## config.mk

```make
export PLATFORM = sky130hd
export DESIGN_NAME = glitcbus_master
export DESIGN_NICKNAME = d
export VERILOG_FILES = /design/src/rtl/glitcbus_master.sv
export SDC_FILE = /design/constraint.sdc
export NUM_CORES = 1
export LEC_CHECK = 0
export BUFFER_PORTS_ARGS = -buffer_cell sky130_fd_sc_hd__buf_2
export CAP_MARGIN = 30
export CORE_MARGIN = 2
export CORE_UTILIZATION = 49
export DETAILED_ROUTE_END_ITERATION = 6
export PLACE_DENSITY = 0.76
export SYNTH_ARGS = -nofsm -noshare
export SYNTH_HDL_FRONTEND = slang
export SYNTH_SLANG_ARGS = --single-unit
```

## constraint.sdc

```tcl
create_clock -name clk_i -period 1.5 [get_ports clk_i]
set_input_delay 0.15 -clock clk_i [delete_from_list [all_inputs] [get_ports clk_i]]
set_output_delay 0.15 -clock clk_i [all_outputs]
set_load 0.05 [all_outputs]
```

## src/rtl/glitcbus_master.sv

```systemverilog
`default_nettype none
// ============================================================================
// Module   : glitcbus_master
// Purpose  : Initiator end of the GLITCBUS byte-wide link. Takes one 32-bit
//            register read or write command at a time and frames it onto
//            GSEL_B / GRDWR_B / GAD, capturing read data from the slave.
//            Frame: ADDR_HI, ADDR_LO, then 4 write beats, or TURNAROUND
//            released cycles followed by 4 read samples; then an idle gap.
// Ports    : clk_i, rst_n_i (sync, active low)
//            cmd_valid_i/cmd_ready_o, cmd_wr_i, cmd_addr_i[15:0],
//            cmd_dat_i[31:0]                    - command side
//            done_o, rsp_dat_o[31:0]            - completion / read data
//            gsel_b_o, grdwr_b_o, gad_o[7:0], gad_oe_o, gad_i[7:0] - bus
//            debug_o[70:0]                      - only with
//                                                 GLITCBUS_MASTER_DEBUG_EN
// Params   : TURNAROUND (1..7), IDLE_CYCLES (1..7)
// Revision : 1.0 - initial release
// ============================================================================
module glitcbus_master #(
  parameter int TURNAROUND  = 2,
  parameter int IDLE_CYCLES = 1
) (
  input  logic        clk_i,
  input  logic        rst_n_i,
  input  logic        cmd_valid_i,
  output logic        cmd_ready_o,
  input  logic        cmd_wr_i,
  input  logic [15:0] cmd_addr_i,
  input  logic [31:0] cmd_dat_i,
  output logic        done_o,
  output logic [31:0] rsp_dat_o,
  output logic        gsel_b_o,
  output logic        grdwr_b_o,
  output logic [7:0]  gad_o,
  output logic        gad_oe_o,
  input  logic [7:0]  gad_i
`ifdef GLITCBUS_MASTER_DEBUG_EN
  ,
  output logic [70:0] debug_o
`endif
);

  typedef enum logic [2:0] {
    ST_IDLE    = 3'd0,
    ST_ADDR_HI = 3'd1,
    ST_ADDR_LO = 3'd2,
    ST_WDATA   = 3'd3,
    ST_TURN    = 3'd4,
    ST_RDATA   = 3'd5,
    ST_GAP     = 3'd6
  } state_t;

  localparam logic [2:0] TURN_LAST = 3'(TURNAROUND - 1);
  localparam logic [2:0] GAP_LAST  = 3'(IDLE_CYCLES - 1);

  state_t      state, state_nx;
  logic [1:0]  beat, beat_nx;
  logic [2:0]  cnt, cnt_nx;
  logic        lat_wr;
  logic [15:0] lat_addr;
  logic [31:0] lat_dat;
  logic [23:0] rd_shift, rd_shift_nx;
  logic        accept;
  logic        gsel_nx, grdwr_nx, oe_nx, ready_nx, done_nx;
  logic [7:0]  gad_nx;
  logic [31:0] rsp_nx;

  function automatic logic [7:0] wbyte(input logic [31:0] d, input logic [1:0] i);
    case (i)
      2'd0:    return d[31:24];
      2'd1:    return d[23:16];
      2'd2:    return d[15:8];
      default: return d[7:0];
    endcase
  endfunction

  assign accept = cmd_valid_i & cmd_ready_o;

  // All bus outputs are registered from next-state values so the bus shows
  // the new phase right after the edge that enters it.
  always_comb begin
    state_nx    = state;
    beat_nx     = beat;
    cnt_nx      = cnt;
    rd_shift_nx = rd_shift;
    rsp_nx      = rsp_dat_o;
    gsel_nx     = 1'b1;
    grdwr_nx    = 1'b1;
    oe_nx       = 1'b0;
    gad_nx      = 8'h00;
    ready_nx    = 1'b0;
    done_nx     = 1'b0;
    case (state)
      ST_IDLE: begin
        if (accept) begin
          state_nx = ST_ADDR_HI;
          gsel_nx  = 1'b0;
          grdwr_nx = ~cmd_wr_i;
          oe_nx    = 1'b1;
          gad_nx   = cmd_addr_i[15:8];
        end else begin
          ready_nx = 1'b1;
        end
      end
      ST_ADDR_HI: begin
        state_nx = ST_ADDR_LO;
        gsel_nx  = 1'b0;
        grdwr_nx = ~lat_wr;
        oe_nx    = 1'b1;
        gad_nx   = lat_addr[7:0];
      end
      ST_ADDR_LO: begin
        gsel_nx  = 1'b0;
        grdwr_nx = ~lat_wr;
        beat_nx  = 2'd0;
        cnt_nx   = 3'd0;
        if (lat_wr) begin
          state_nx = ST_WDATA;
          oe_nx    = 1'b1;
          gad_nx   = wbyte(lat_dat, 2'd0);
        end else begin
          state_nx = ST_TURN;
        end
      end
      ST_WDATA: begin
        if (beat == 2'd3) begin
          state_nx = ST_GAP;
          beat_nx  = 2'd0;
          cnt_nx   = 3'd0;
          done_nx  = 1'b1;
        end else begin
          beat_nx  = beat + 2'd1;
          gsel_nx  = 1'b0;
          grdwr_nx = 1'b0;
          oe_nx    = 1'b1;
          gad_nx   = wbyte(lat_dat, beat + 2'd1);
        end
      end
      ST_TURN: begin
        gsel_nx = 1'b0;
        // The edge that closes the last turnaround cycle takes the first byte.
        if (cnt == TURN_LAST) begin
          state_nx    = ST_RDATA;
          cnt_nx      = 3'd0;
          beat_nx     = 2'd1;
          rd_shift_nx = {rd_shift[15:0], gad_i};
        end else begin
          cnt_nx = cnt + 3'd1;
        end
      end
      ST_RDATA: begin
        if (beat == 2'd3) begin
          state_nx = ST_GAP;
          beat_nx  = 2'd0;
          cnt_nx   = 3'd0;
          done_nx  = 1'b1;
          rsp_nx   = {rd_shift, gad_i};
        end else begin
          gsel_nx     = 1'b0;
          beat_nx     = beat + 2'd1;
          rd_shift_nx = {rd_shift[15:0], gad_i};
        end
      end
      ST_GAP: begin
        if (cnt == GAP_LAST) begin
          state_nx = ST_IDLE;
          cnt_nx   = 3'd0;
          ready_nx = 1'b1;
        end else begin
          cnt_nx = cnt + 3'd1;
        end
      end
      default: state_nx = ST_IDLE;
    endcase
  end

  always_ff @(posedge clk_i) begin
    if (!rst_n_i) begin
      state       <= ST_IDLE;
      beat        <= 2'd0;
      cnt         <= 3'd0;
      lat_wr      <= 1'b0;
      lat_addr    <= 16'h0000;
      lat_dat     <= 32'h0;
      rd_shift    <= 24'h0;
      rsp_dat_o   <= 32'h0;
      gsel_b_o    <= 1'b1;
      grdwr_b_o   <= 1'b1;
      gad_oe_o    <= 1'b0;
      gad_o       <= 8'h00;
      cmd_ready_o <= 1'b0;
      done_o      <= 1'b0;
    end else begin
      state       <= state_nx;
      beat        <= beat_nx;
      cnt         <= cnt_nx;
      rd_shift    <= rd_shift_nx;
      rsp_dat_o   <= rsp_nx;
      gsel_b_o    <= gsel_nx;
      grdwr_b_o   <= grdwr_nx;
      gad_oe_o    <= oe_nx;
      gad_o       <= gad_nx;
      cmd_ready_o <= ready_nx;
      done_o      <= done_nx;
      if (state == ST_IDLE && accept) begin
        lat_wr   <= cmd_wr_i;
        lat_addr <= cmd_addr_i;
        lat_dat  <= cmd_dat_i;
      end
    end
  end

`ifdef GLITCBUS_MASTER_DEBUG_EN
  // The listed fields exceed 71 bits, so GAD out/in share one byte field:
  // whichever direction is currently driving the pins is recorded.
  logic [2:0] dbg_cnt;
  logic [7:0] dbg_gad;
  assign dbg_cnt = (state == ST_TURN || state == ST_GAP) ? cnt : {1'b0, beat};
  assign dbg_gad = gad_oe_o ? gad_o : gad_i;

  always_ff @(posedge clk_i) begin
    if (!rst_n_i) begin
      debug_o <= 71'h0;
    end else begin
      debug_o <= {state, dbg_cnt, gsel_b_o, grdwr_b_o, gad_oe_o, dbg_gad,
                  lat_addr, rsp_dat_o, done_o, 5'b00000};
    end
  end
`endif

endmodule
`default_nettype wire
```

== Yosys cells after proc, flatten, opt, wreduce, memory -nomap -nowiden ==
Cells that the tools add are included.
Cells by class
  add/subtract/negate cells: 2
  reductions and logical operators: 16
  equality and inequality tests: 15
  multiplexer cells: 32
  bitwise operators: 3
Operator list (count)
  24-bit two-way mux: 2
  24-bit one-hot mux with 2 select lines: 1
  8-bit one-hot mux with 4 select lines: 1
  3-bit two-way mux: 8
  8-bit two-way mux: 3
  8-bit one-hot mux with 3 select lines: 1
  3-bit one-hot mux with 6 select lines: 1
  3-bit one-hot mux with 4 select lines: 1
  3-bit equality test (second input constant): 3
  2-bit inequality test (second input constant): 4
  2-bit AND reduction: 4
  1-bit two-way mux: 7
  3-bit by 1-bit equality test with 1-bit output (second input constant): 2
  3-bit by 2-bit equality test with 1-bit output (second input constant): 2
  3-bit zero test: 2
  1-bit one-hot mux with 3 select lines: 2
  2-bit one-hot mux with 3 select lines: 1
  2-bit equality test (second input constant): 2
  2-bit two-way mux: 2
  1-bit one-hot mux with 4 select lines: 1
  4-bit AND reduction: 1
  4-bit nonzero test: 1
  2-bit OR reduction: 2
  3-bit by 1-bit adder with 3-bit output (second input constant): 1
  other kinds (12): 13
Storage, ports and cells
  input bits: 60
  register bits: 118
  output and inout bits: 45
  word-level logic and storage cells: 82

== Logic depth before layout (Yosys ltp) ==
Gate-level depths: netlist of the first run.
  word-level depth: 5
  depth in mapped cells: 8
  depth with buffers taken out: 6

== Least setup slack after synthesis of the first run ==
Ideal clock, no wire load.
  path type: flip-flop to flip-flop
  start point: register cmd_ready_o
  end point: register lat_dat[10]
  data arrival time: 1.512 ns
  required time: 1.430 ns
  setup time: 0.070 ns
  path buffers: 2
  clock period less this slack: 1.582 ns
  slack: -0.082 ns
  cell stages (with the launch flop): 7
  cells stage by stage: dfxtp_1 -> nand2_1 -> nor4_4 -> buf_4 -> buf_6 -> nand2_1 -> a21boi_1
On the way
  word-level cells in the longest chain between the ends: 2
RTL lines
  start: declaration: RTL line 26  | output logic cmd_ready_o,
  start signal: assignment: RTL line 203  | cmd_ready_o <= ready_nx;
  1-bit AND: RTL line 77  | assign accept = cmd_valid_i & cmd_ready_o;
  1-bit logical AND: RTL line 205  | if (state == ST_IDLE && accept) begin
  end signal: assignment: RTL line 208  | lat_dat <= cmd_dat_i;
  end: declaration: RTL line 61  | logic [31:0] lat_dat;
Every way passes these cells.
A chain may end at the register's enable or synchronous reset.

== Worst setup path in the final report of the first run ==
  start point: register cnt[1]
  end point: register rd_shift[11]
On the way
  word-level cells in the longest chain between the ends: 3
RTL lines
  start: declaration: RTL line 58  | logic [2:0] cnt, cnt_nx;
  start signal: assignment: RTL line 196  | cnt <= cnt_nx;
  3-bit by 1-bit equality test with 1-bit output: RTL line 142  | if (cnt == TURN_LAST) begin
  2-bit inequality test (no source line)
  3-bit AND reduction (no source line)
  end signal: assignment: RTL line 197  | rd_shift <= rd_shift_nx;
  end: declaration: RTL line 62  | logic [23:0] rd_shift, rd_shift_nx;
Every way passes these cells.

==> reports/results.md, run 1 <==
| Parameter | Value |
|:---|:---|
| Result of the run | finished with violations |
| Failing checks | negative setup slack |
| Kind of path behind the tightest hold check | input pin to flip-flop |
| Detailed-router iteration count before antenna repair | 7 |
| EDFF count, synth | 0 |
| Signal arrival time at the worst endpoint | 2.10 ns |
| Maximum cell stage delay along the critical path | 0.39 ns |
| Yosys top cell area share | 47.8% |
| Share of synthesized area spent on multiplexers | 0.203% |
| Flip-flop cell with the highest count after synthesis | sky130_fd_sc_hd__dfxtp_1 |
| Via count of the first global-routing pass | 4,875 |
| Proportion of layout cells with a drive suffix above 1 | 26.9% |
| Count of antenna diodes in the layout | 0 |
| Share of the cycle needed by the critical path after routing | 110% |
| Layout Area Growth over Synthesis | 44.7% |
| Register-to-Register Setup Slack | -0.15 ns |
| Nature of the critical path endpoint | flip-flop |
| Vert. Die Dim | 104 um |
| Final routed wirelength across all metal layers | 15,400 um |
| Final setup fails | 25 |
| Final layout net count | 822 |
| Chip width | 104 um |
| Cell taking the most area after synthesis | sky130_fd_sc_hd__dfxtp_1 |
| Register area share after synthesis | 47.8% |
| Number of endpoints with negative hold slack in the final report | 0 |
| Final Max Slew Viols | 0 |
| Boundary pin count | 105 |
| Main combinational cell family by area after synthesis | compound AO/OA/AOI/OAI gates |
| Post-synthesis average cell area | 8.39 um2 |
| Leak pwr | 2.86 nW |
| Achievable frequency | 0.607 GHz |
| Reported max-cap violation count | 0 |
| Per-cell via count in the routed design | 5.58 |
| Reg-to-Reg Start | cnt[1] |
| Critical path cell sequence | inv_2 > ha_4 > or3b_4 > a21oi_4 > buf_6 > clkbuf_16 > nand3_1 > o21ai_1 |
| Unrepaired setup endpoints after global routing | yes |
| Async S/R FF share, synth | 0% |
| Critical path data required time | 1.95 ns |
| Worst Path Max Fanout | 12 |
| Worst IR Drop VDD | 0.786 mV |
| Number of nets with antenna violations after detailed routing | 0 |
| Global-route wire length before repair | 23,300 um |
| Clock Latency Late Sink | 0.52 ns |
| Tot GR Track Use | 26.7% |
| Hold WS | 0.0300 ns |
| Total of warnings raised by yosys | 0 |
| Worst flop-to-flop path endpoint | rd_shift[11] |
| FP Rows | 36 |
| Initial Utilization | 50.5% |
| Area of all placed cells without fillers | 7150 um2 |
| Total cell area at the placement stage | 5650 um2 |
| Synthesized-area fraction occupied by adder cells | 2.03% |
| Total Neg Setup Slack | -2.41 ns |
| Post-Syn Instances | 589 |
| Final weighted congestion in routability-driven placement | 0.859 |
| Total global routing overflow | 0 |
| Setup crit start | cnt[1] |
| Top cells by instance count after synthesis | 186 x sky130_fd_sc_hd__nand2_1, 118 x sky130_fd_sc_hd__dfxtp_1, 42 x sky130_fd_sc_hd__a21boi_1 |
| Via count | 5,023 |
| Pin count of the biggest net entering global routing | 117 |
| Netlist cell types | 44 |
| Wire length per cell after detailed routing | 17.1 um |
| Clock buffer depth | 2 |
| Root Driver | sky130_fd_sc_hd__clkbuf_8 |
| Cell type of the slowest stage on the worst timing path | sky130_fd_sc_hd__or3b_4 |
| DIE AREA | 10,900 um2 |
| Post-synthesis net count | 657 |
| Post-DP HPWL | 8330 um |
| Area of the mapped netlist | 4940 um2 |
| Clock-pin slew on the worst setup and hold paths | 0.06 ns |
| Post-synthesis sequential element count | 118 |
| Total power per unit cell area | 1200 nW/um2 |
| Smallest setup slack after layout | -0.146 ns |
| WS Path Type | flip-flop to flip-flop |
| Basic-gate share of the synthesized area counting and, or, nand and nor cells | 21.6% |
| Number of antenna violations at the first check in global routing | 0 |
| Final-layout fill cell count | 629 |
| Compound-Gate Fraction of Synth Area | 22.2% |
| Dominant cell by count in the synthesized netlist | sky130_fd_sc_hd__nand2_1 |
| CTS H-tree depth | 4 |
| Clock Sinks | 118 |
| Kind of start point of the critical path | flip-flop |
| Area contributors post-synth | sky130_fd_sc_hd__dfxtp_1 48%, sky130_fd_sc_hd__nand2_1 14%, sky130_fd_sc_hd__a21boi_1 6.4%, sky130_fd_sc_hd__a21boi_0 5.0%, sky130_fd_sc_hd__a222oi_1 3.0% |
| # DRC | 0 |
| Xor and xnor area share after synthesis | 0% |
| Worst setup path endpoint | rd_shift[11] |
| Core area | 9770 um2 |
| Clk_skew | 0.00789 ns |
| Slew at the pin closest to its max-slew limit | 0.438 ns |
| Count of port buffers added during placement | 104 |
| CTS tree | built |
| Min Tclk post-route | 1.65 ns |
| TritonCTS buffer count | 17 |
| Worst Hold Launch | cmd_addr_i[9] |
| Normalized max-slew margin | 70.7% |
| Detailed router's first-iteration violation count | 525 |
| Number of cells on the worst reg-to-reg path | 8 |
==> critical path, delay by kind of cell, from the launching register on <==
kind	cells	cell delay [ns]
and+or+nand+nor	2	0.49
buffers and inverters	3	0.38
DFF	1	0.32
adders and majority gates	1	0.13
AOI/OAI and AO/OA	2	0.26
==> state kept, by name, indices dropped and copies added (netlist names) <==
register,flops
beat,2
cmd_ready_o,1
cnt,3
done_o,1
gad_o,8
gad_oe_o,1
grdwr_b_o,1
gsel_b_o,1
lat_addr,8
lat_dat,32
lat_wr,1
rd_shift,24
rsp_dat_o,32
state,3
==> report_power, final <==
| part | leakage [nW] | switching (mW) | internal, mW | total, mW |
|---|---|---|---|---|
| combinational | 1.60 | 0.480 | 0.414 | 0.894 |
| clock | 0.305 | 1.51 | 2.81 | 4.32 |
| sequential | 0.959 | 0.0891 | 3.24 | 3.33 |
| total | 2.86 | 2.08 | 6.46 | 8.54 |
==> cell families (layout without fill, tap and decap cells) <==
family                   count (synthesis)  count (layout)
adder cells (fa/ha/maj)                  8               8
flip-flops                             118             118
buffers and inverters                   55             233
AO/OA/AOI/OAI                          156             156
AND/OR/NAND/NOR                        251             251
multiplexers                             1               1
==> layout by cell type, fill, tap and decap left out, drive strengths merged <==
master / count
a21boi: 75
a21o: 1
a21oi: 15
a221oi: 1
a222oi: 15
a22o: 1
a2bb2oi: 3
and2: 2
and3: 2
buf: 133
bufinv: 4
clkbuf: 23
clkinv: 4
clkinvlp: 2
dfxtp: 118
dlygate4sd3: 57
ha: 8
inv: 10
mux2i: 1
nand2: 186
nand2b: 6
nand3: 27
nand3b: 1
nand4: 2
nand4b: 1
nor2: 15
nor2b: 4
nor3: 1
nor3b: 1
nor4: 1
o2111ai: 1
o21ai: 31
o221ai: 1
o22ai: 11
o31ai: 1
or3: 1
or3b: 1
==> area by class of cell <==
cell class,instances,area (um2),area share (%)
Multi-Input combinational cell,416,2390,33.5
Sequential cell,118,2380,33.3
Timing Repair Buffer,194,1550,21.7
Clock buffer,19,442,6.18
Clock inverter,13,193,2.70
Tap cell,133,166,2.33
Inverter,7,26.3,0.368
==> what timing repair did <==
item | in CTS | in global routing
pin swaps | 5 | 10
setup buffers | 2 | 2
gates cloned | 2 | 4
endpoints found under the hold margin | 67 | 0
hold buffers | 57 | 0
endpoints found under the setup margin | 39 | 73
resized for setup | 18 | 33
==> how the worst min path moves through the flow <==
stage	to	slack, ns	cells past startpoint
floorplan	rd_shift[0]	0.28	2
global placement	rd_shift[5]	0.39	3
detailed placement	rd_shift[4]	0.39	3
CTS	gad_o[1]	0.02	3
global route	gad_o[1]	0.02	3
finish	gad_o[1]	0.03	3
==> per-stage QoR <==
stage	power (mW)	utilization, %	cells	setup WS [ns]
final	8.54	73.1	900	-0.146
after global routing	8.78	73.1	900	-0.232
after CTS	8.50	71.1	895	-0.109
after detailed placement	4.09	57.8	802	-0.0741
after global placement	4.07	57.8	802	-0.0232
after floorplan	3.84	-	589	0.0234
==> layer usage <==
layer  share of wire (%)  GRT usage [%]
met2                  52           47.9
met4                 3.3           13.4
met3                 6.5           6.83
met1                  38           28.8
met5                   0              0
No activity file was read; power rests on OpenSTA's default activity.
==> run 2: changes to the inputs <==
Settings changed: CTS_CLUSTER_SIZE set to 28, HOLD_SLACK_MARGIN set to 0.12.
==> run 2 against run 1 <==
- the run still ends with negative setup slack left
- sequential power about the same
- cell count increased by 0.22%
- utilization increased by 0.27 points
- clock-buffer cell count unchanged
- final area increased by 0.37%
- worst setup slack got worse by 0.020 ns
- combinational power increased by 0.9%
- global-route usage increased by 0.18 points
- critical endpoint is now rd_shift[9]
- largest power group unchanged
==> reports/results.md, run 2 (synthesized netlist as in run 1, its figures left out) <==
| Parameter | Value | vs previous |
|:---|:---|:---|
| Number of endpoints with negative hold slack in the final report | 0 | unchanged |
| Worst Path Max Fanout | 12 | unchanged |
| Final weighted congestion in routability-driven placement | 0.859 | unchanged |
| Post-DP HPWL | 8330 um | unchanged |
| Final layout net count | 824 | +0.24% |
| Count of port buffers added during placement | 104 | unchanged |
| Detailed-router iteration count before antenna repair | 6 | -1 |
| TritonCTS buffer count | 17 | unchanged |
| DIE AREA | 10,900 um2 | unchanged |
| Min Tclk post-route | 1.67 ns | +0.0202 ns |
| Vert. Die Dim | 104 um | unchanged |
| Normalized max-slew margin | 69.1% | -1.6 points |
| Final routed wirelength across all metal layers | 15,500 um | +0.83% |
| Count of antenna diodes in the layout | 0 | unchanged |
| Chip width | 104 um | unchanged |
| Clock Latency Late Sink | 0.53 ns | about the same |
| Register-to-Register Setup Slack | -0.17 ns | -0.02 ns |
| FP Rows | 36 | unchanged |
| Clk_skew | 0.00830 ns | +0.000407 ns |
| Number of nets with antenna violations after detailed routing | 0 | unchanged |
| Global-route wire length before repair | 23,400 um | +0.39% |
| Initial Utilization | 50.5% | unchanged |
| Result of the run | finished with violations |  |
| Cell type of the slowest stage on the worst timing path | sky130_fd_sc_hd__or3b_4 |  |
| Clock buffer depth | 2 | unchanged |
| Via count | 5,070 | +0.94% |
| Number of antenna violations at the first check in global routing | 0 | unchanged |
| # DRC | 0 | unchanged |
| Dpl ws | -0.0741 ns | unchanged |
| Via count of the first global-routing pass | 4,872 | -0.062% |
| Number of cells on the worst reg-to-reg path | 8 | unchanged |
| Leak pwr | 2.87 nW | +0.34% |
| WS Path Type | flip-flop to flip-flop |  |
| Nature of the critical path endpoint | flip-flop |  |
| Largest registers ranked by flip-flop count | lat_dat: 32 flops, rsp_dat_o: 32 flops, rd_shift: 24 flops |  |
| Critical path cell sequence | inv_2 > ha_4 > or3b_4 > a21oi_4 > buf_6 > clkbuf_16 > nand3_1 > o21ai_1 |  |
| Total global routing overflow | 0 | unchanged |
| Worst IR Drop VDD | 0.784 mV | -0.22% |
| Per-cell via count in the routed design | 5.62 | +0.71% |
| CTS tree | built |  |
| Critical path data required time | 1.94 ns | about the same |
| Signal arrival time at the worst endpoint | 2.11 ns | about the same |
| Most common library cell in the layout ignoring fill and taps | sky130_fd_sc_hd__nand2_1 |  |
| Wire length per cell after detailed routing | 17.2 um | +0.60% |
| Most frequent cells in the layout | 186 x sky130_fd_sc_hd__nand2_1, 110 x sky130_fd_sc_hd__dfxtp_1, 103 x sky130_fd_sc_hd__buf_2 |  |
| Reported max-cap violation count | 0 | unchanged |
| Core area | 9770 um2 | unchanged |
| Root Driver | sky130_fd_sc_hd__clkbuf_8 |  |
| Reg-to-Reg Start | cnt[1] |  |
| Setup crit start | cnt[1] |  |
| Worst flop-to-flop path endpoint | rd_shift[9] |  |
| Total power per unit cell area | 1190 nW/um2 | -0.28% |
| Unrepaired setup endpoints after global routing | yes |  |
| Maximum cell stage delay along the critical path | 0.39 ns | about the same |
| Clock Sinks | 118 | unchanged |
| Kind of start point of the critical path | flip-flop |  |
| Share of the cycle needed by the critical path after routing | 111% | +1.3 points |
| Final setup fails | 25 | unchanged |
| Kind of path behind the tightest hold check | input pin to flip-flop |  |
| Clock-pin slew on the worst setup and hold paths | 0.06 ns | about the same |
| Worst-case hold path end point | rd_shift[4] |  |
| Total power draw | 8.55 mW | about the same |
| Failing checks | negative setup slack |  |
| Achievable frequency | 0.600 GHz | -1.2% |
| Boundary pin count | 105 | unchanged |
| Total Neg Setup Slack | -2.48 ns | -0.0754 ns |
| WHS Path Cells | 4 | +1 |
| Proportion of layout cells with a drive suffix above 1 | 26.9% | +0.060 points |
| Pin count of the biggest net entering global routing | 117 | unchanged |
| Detailed router's first-iteration violation count | 518 | -1.3% |
| Smallest setup slack after layout | -0.167 ns | -0.0202 ns |
| Final Max Slew Viols | 0 | unchanged |
| Slew at the pin closest to its max-slew limit | 0.464 ns | +0.0258 ns |
| Layout Area Growth over Synthesis | 45.2% |  |
| Tot GR Track Use | 26.8% | +0.18 points |
| CTS H-tree depth | 4 | unchanged |
| Worst Hold Launch | gad_i[4] |  |
## run 2: worst max-delay path by stage
stage                         to  slack, ns  cells past startpoint
floorplan           rd_shift[14]       0.02                      8
global placement     rd_shift[1]      -0.02                      7
detailed placement      gad_o[1]      -0.07                      6
CTS                 rd_shift[18]      -0.11                      8
global route        rd_shift[11]      -0.23                      8
finish               rd_shift[9]      -0.17                      8
## run 2: critical path, delay by kind of cell (launching register included)
kind,cells,cell delay (ns)
simple gates,2,0.47
fa+ha+maj,1,0.13
compound gates,2,0.28
flops,1,0.32
buf+inv,3,0.38
## run 2: layout make-up
class                      instances  area [um2]
fill                             631        2600
multi-input combinational        416        2400
sequential                       118        2380
timing repair buffer             196        1570
clock buffer                      19         442
clock inverter                    13         193
tap                              133         166
inverter                           7        26.3
## run 2: what timing repair did
item | 4_1_cts | 5_1_grt
hold buffers | 59 | 0
endpoints found under the hold margin | 72 | 0
resized for setup | 18 | 34
setup buffers | 2 | 2
pin swaps | 5 | 11
setup endpoints to repair | 39 | 73
gates cloned | 2 | 4
## run 2: power breakdown
| group | internal, mW | total (mW) | switching [mW] |
|---|---|---|---|
| logic | 0.418 | 0.902 | 0.484 |
| clock network | 2.81 | 4.32 | 1.51 |
| registers | 3.24 | 3.33 | 0.0911 |
## run 2: per-stage QoR
step	hold WS [ns]	std cells	utilization, %	cell area (um2)
2_1_floorplan	0.280	589	-	4960
3_3_place_gp	0.388	802	57.8	5650
3_5_place_dp	0.390	802	57.8	5650
4_1_cts	0.389	897	71.4	6970
5_1_grt	0.416	902	73.4	7170
6_report	0.406	902	73.4	7170
## run 2: metal layers
metal | GRT usage [%] | vias up | routed length (um)
li1 | - | 2344 | -
met1 | 28.9 | 2402 | 5830
met2 | 48.7 | 266 | 8090
met3 | 6.58 | 58 | 1070
met4 | 13.3 | 0 | 527
met5 | 0 | - | 0
==> run 3: changes to the inputs <==
Settings changed: ABC_AREA set to 1, CORE_MARGIN 2 to 10.
==> run 3 against run 2 <==
- the run now ends clean
- critical path depth unchanged
- hold slack got worse by 0.27 ns
- die area is 33% higher
- utilization is 2.7 points lower
- via count increased by 0.24%
- total power up 19%
- register-to-register slack better by 0.19 ns
- largest power group unchanged
==> reports/results.md, run 3 <==
| Parameter | Value | vs previous |
|:---|:---|:---|
| Kind of start point of the critical path | flip-flop |  |
| Power share of the sequential group | 36.7% | -2.3 points |
| Via count of the first global-routing pass | 4,873 | +0.021% |
| Critical path data required time | 1.95 ns | about the same |
| Post-Syn Instances | 645 | +9.5% |
| Achievable frequency | 0.676 GHz | +13% |
| EDFF count, synth | 0 | unchanged |
| Clock-pin slew on the worst setup and hold paths | 0.06 ns | about the same |
| Total global routing overflow | 0 | unchanged |
| Dominant cell by count in the synthesized netlist | sky130_fd_sc_hd__dfxtp_1 |  |
| # DRC | 0 | unchanged |
| Via count | 5,082 | +0.24% |
| Per-cell via count in the routed design | 5.26 | -6.4% |
| Switching part of the total | 32.0% | +7.6 points |
| Relative contribution of the clock network to total power | 38.3% | -12 points |
| Count of port buffers added during placement | 104 | unchanged |
| Kind of path behind the tightest hold check | input pin to flip-flop |  |
| Final routed wirelength across all metal layers | 15,400 um | -0.51% |
| Normalized max-slew margin | 75.7% | +6.6 points |
| Signal arrival time at the worst endpoint | 1.93 ns | -0.18 ns |
| Top cells by instance count after synthesis | 118 x sky130_fd_sc_hd__dfxtp_1, 95 x sky130_fd_sc_hd__nor2_1, 85 x sky130_fd_sc_hd__o21ai_0 |  |
| Total cell area at the placement stage | 5630 um2 | -0.24% |
| Post-synthesis sequential element count | 118 | unchanged |
| Final std cells w/o fill | 966 | +7.1% |
| Number of endpoints with negative hold slack in the final report | 0 | unchanged |
| Most frequent cells in the layout | 112 x sky130_fd_sc_hd__dfxtp_1, 104 x sky130_fd_sc_hd__buf_2, 93 x sky130_fd_sc_hd__nor2_1 |  |
| Reported max-cap violation count | 0 | unchanged |
| Final setup fails | 0 | -100% |
| Post-synthesis net count | 713 | +8.5% |
| Total power per unit cell area | 1470 nW/um2 | +23% |
| Final Max Slew Viols | 0 | unchanged |
| Post-DP HPWL | 9440 um | +13% |
| Clock buffer depth | 2 | unchanged |
| Number of nets with antenna violations after detailed routing | 0 | unchanged |
| Leak pwr | 2.95 nW | +2.9% |
| Slew at the pin closest to its max-slew limit | 0.364 ns | -0.0992 ns |
| Netlist cell types | 31 | -30% |
| Initial Utilization | 50.4% | -0.13 points |
| WS Path Type | flip-flop to flip-flop |  |
| Async S/R FF share, synth | 0% | unchanged |
| Proportion of layout cells with a drive suffix above 1 | 24.4% | -2.5 points |
| FP Rows | 36 | unchanged |
| Chip width | 120 um | +15% |
| Min Tclk post-route | 1.48 ns | -0.188 ns |
| Largest registers ranked by flip-flop count | lat_dat: 32 flops, rsp_dat_o: 32 flops, rd_shift: 24 flops |  |
| Detailed router's first-iteration violation count | 424 | -18% |
| Flip-flop cell with the highest count after synthesis | sky130_fd_sc_hd__dfxtp_1 |  |
| Final layout net count | 888 | +7.8% |
| Final weighted congestion in routability-driven placement | 0.870 | +1.4% |
| Pin count of the biggest net entering global routing | 66 | -44% |
| Clk_skew | 0.0113 ns | +0.00300 ns |
| Vert. Die Dim | 120 um | +15% |
| Worst Path Max Fanout | 10 | -2 |
| TritonCTS buffer count | 17 | unchanged |
| Final-layout fill cell count | 770 | +22% |
| Count of antenna diodes in the layout | 0 | unchanged |
| Post-layout util | 70.7% | -2.7 points |
| Result of the run | completed |  |
| Area contributors post-synth | sky130_fd_sc_hd__dfxtp_1 48%, sky130_fd_sc_hd__o21ai_0 8.6%, sky130_fd_sc_hd__a21oi_1 8.4%, sky130_fd_sc_hd__nor2_1 7.2%, sky130_fd_sc_hd__nand2_1 5.9% |  |
| Most common library cell in the layout ignoring fill and taps | sky130_fd_sc_hd__dfxtp_1 |  |
| Internal Power | 6.90 mW | +6.8% |
| Clock Latency Late Sink | 0.52 ns | about the same |
| Core area | 9770 um2 | unchanged |
| Worst IR Drop VDD | 0.899 mV | +15% |
| Post-synthesis average cell area | 7.64 um2 | -8.9% |
| Area of all placed cells without fillers | 6910 um2 | -3.7% |
| Register area share after synthesis | 47.9% | +0.12 points |
| CTS tree | built |  |
| Wire length per cell after detailed routing | 16.0 um | -7.1% |
| Layout Area Growth over Synthesis | 40.2% |  |
| Net switching power figure | 3.25 mW | +56% |
| Global-route wire length before repair | 23,900 um | +2.2% |
| Unrepaired setup endpoints after global routing | yes |  |
| Cell taking the most area after synthesis | sky130_fd_sc_hd__dfxtp_1 |  |
| Root Driver | sky130_fd_sc_hd__clkbuf_8 |  |
| Tot GR Track Use | 20.2% | -6.6 points |
| Detailed-router iteration count before antenna repair | 5 | -1 |
| Total of warnings raised by yosys | 0 | unchanged |
| Part of the total power dissipated in combinational logic | 25.0% | +15 points |
| Area of the mapped netlist | 4930 um2 | -0.25% |
| Cells after DPL | 869 | +8.4% |
| Clock Sinks | 118 | unchanged |
| Share of the cycle needed by the critical path after routing | 98.6% | -13 points |
| Yosys top cell area share | 47.9% | +0.12 points |
| Number of antenna violations at the first check in global routing | 0 | unchanged |
| Nature of the critical path endpoint | flip-flop |  |
| DIE AREA | 14,500 um2 | +33% |
| CTS H-tree depth | 4 | unchanged |
| Boundary pin count | 105 | unchanged |
## run 3: through the flow
step | TNS [ns] | hold slack (ns) | power [mW] | setup WS (ns)
2_1_floorplan | 0 | 0.285 | 5.34 | 0.0294
5_1_grt | -0.115 | 0.159 | 10.6 | -0.0317
3_5_place_dp | -0.172 | 0.382 | 6.01 | -0.0524
4_1_cts | 0 | 0.139 | 10.0 | 0.00537
6_report | 0 | 0.140 | 10.2 | 0.0213
3_3_place_gp | -0.0671 | 0.371 | 5.96 | -0.0439
## run 3: logic make-up (layout without fill, tap and decap cells)
family,after synthesis,after routing,synth area share [%]
flip-flops,118,118,47.9
AO/OA/AOI/OAI,183,183,19.6
AND/OR/NAND/NOR,231,232,20.8
adder cells (fa/ha/maj),8,8,2.03
buffers and inverters,104,291,9.37
XOR/XNOR,1,1,0.178
## run 3: layout make-up
| class | instances | area [um2] | share of cell area [%] |
|---|---|---|---|
| Inverter | 65 | 251 | 3.64 |
| Clock buffer | 24 | 470 | 6.81 |
| Sequential cell | 118 | 2370 | 34.3 |
| Multi-Input combinational cell | 424 | 2150 | 31.2 |
| Clock inverter | 8 | 97.6 | 1.41 |
| Tap cell | 133 | 166 | 2.41 |
| Timing Repair Buffer | 194 | 1400 | 20.2 |
## run 3: what timing repair did
item,CTS,global route
setup endpoints to repair,33,94
hold buffers,58,0
cloned,0,3
hold endpoints to repair,66,0
pin swaps,1,8
setup buffers,1,3
resized for setup,9,24
## run 3: metal layers
metal | vias up | global-route usage, % | part of all wire, %
li1 | 2455 | - | -
met1 | 2368 | 21.9 | 40
met2 | 224 | 35.7 | 50
met3 | 35 | 6.56 | 7.9
met4 | 0 | 8.37 | 2.7
met5 | - | 0 | 0
## run 3: final timing paths
| check | start | end | slack [ns] | depth (start not counted) |
|---|---|---|---|---|
| setup / recovery | state[0] | gad_o[2] | 0.02 | 8 |
| hold / removal | cmd_valid_i | cmd_ready_o | 0.14 | 4 |
| setup reg to reg | state[0] | gad_o[2] | 0.02 | 8 |
| hold reg to reg | rsp_dat_o[25] | rsp_dat_o[25] | 0.44 | 2 |
## run 3: critical path, cell delays in order, from the launching register on
cell and delay [ns]:
sky130_fd_sc_hd__dfxtp_2 0.34, sky130_fd_sc_hd__buf_4 0.15, sky130_fd_sc_hd__inv_1 0.11, sky130_fd_sc_hd__nand3_2 0.14, sky130_fd_sc_hd__nor2_4 0.29, sky130_fd_sc_hd__nand2_1 0.10
sky130_fd_sc_hd__o211ai_1 0.11, sky130_fd_sc_hd__nor2_1 0.07, sky130_fd_sc_hd__nor2_1 0.11
## run 3: power groups by stage
| stage | Combinational [mW] | Sequential, mW | Clock, mW |
|---|---|---|---|
| 2_1_floorplan | 1.39 | 3.95 | 0 |
| 3_3_place_gp | 2.20 | 3.76 | 0 |
| 3_5_place_dp | 2.24 | 3.77 | 0 |
| 4_1_cts | 2.41 | 3.71 | 3.91 |
| 5_1_grt | 2.77 | 3.76 | 4.05 |
| 6_report | 2.54 | 3.72 | 3.89 |
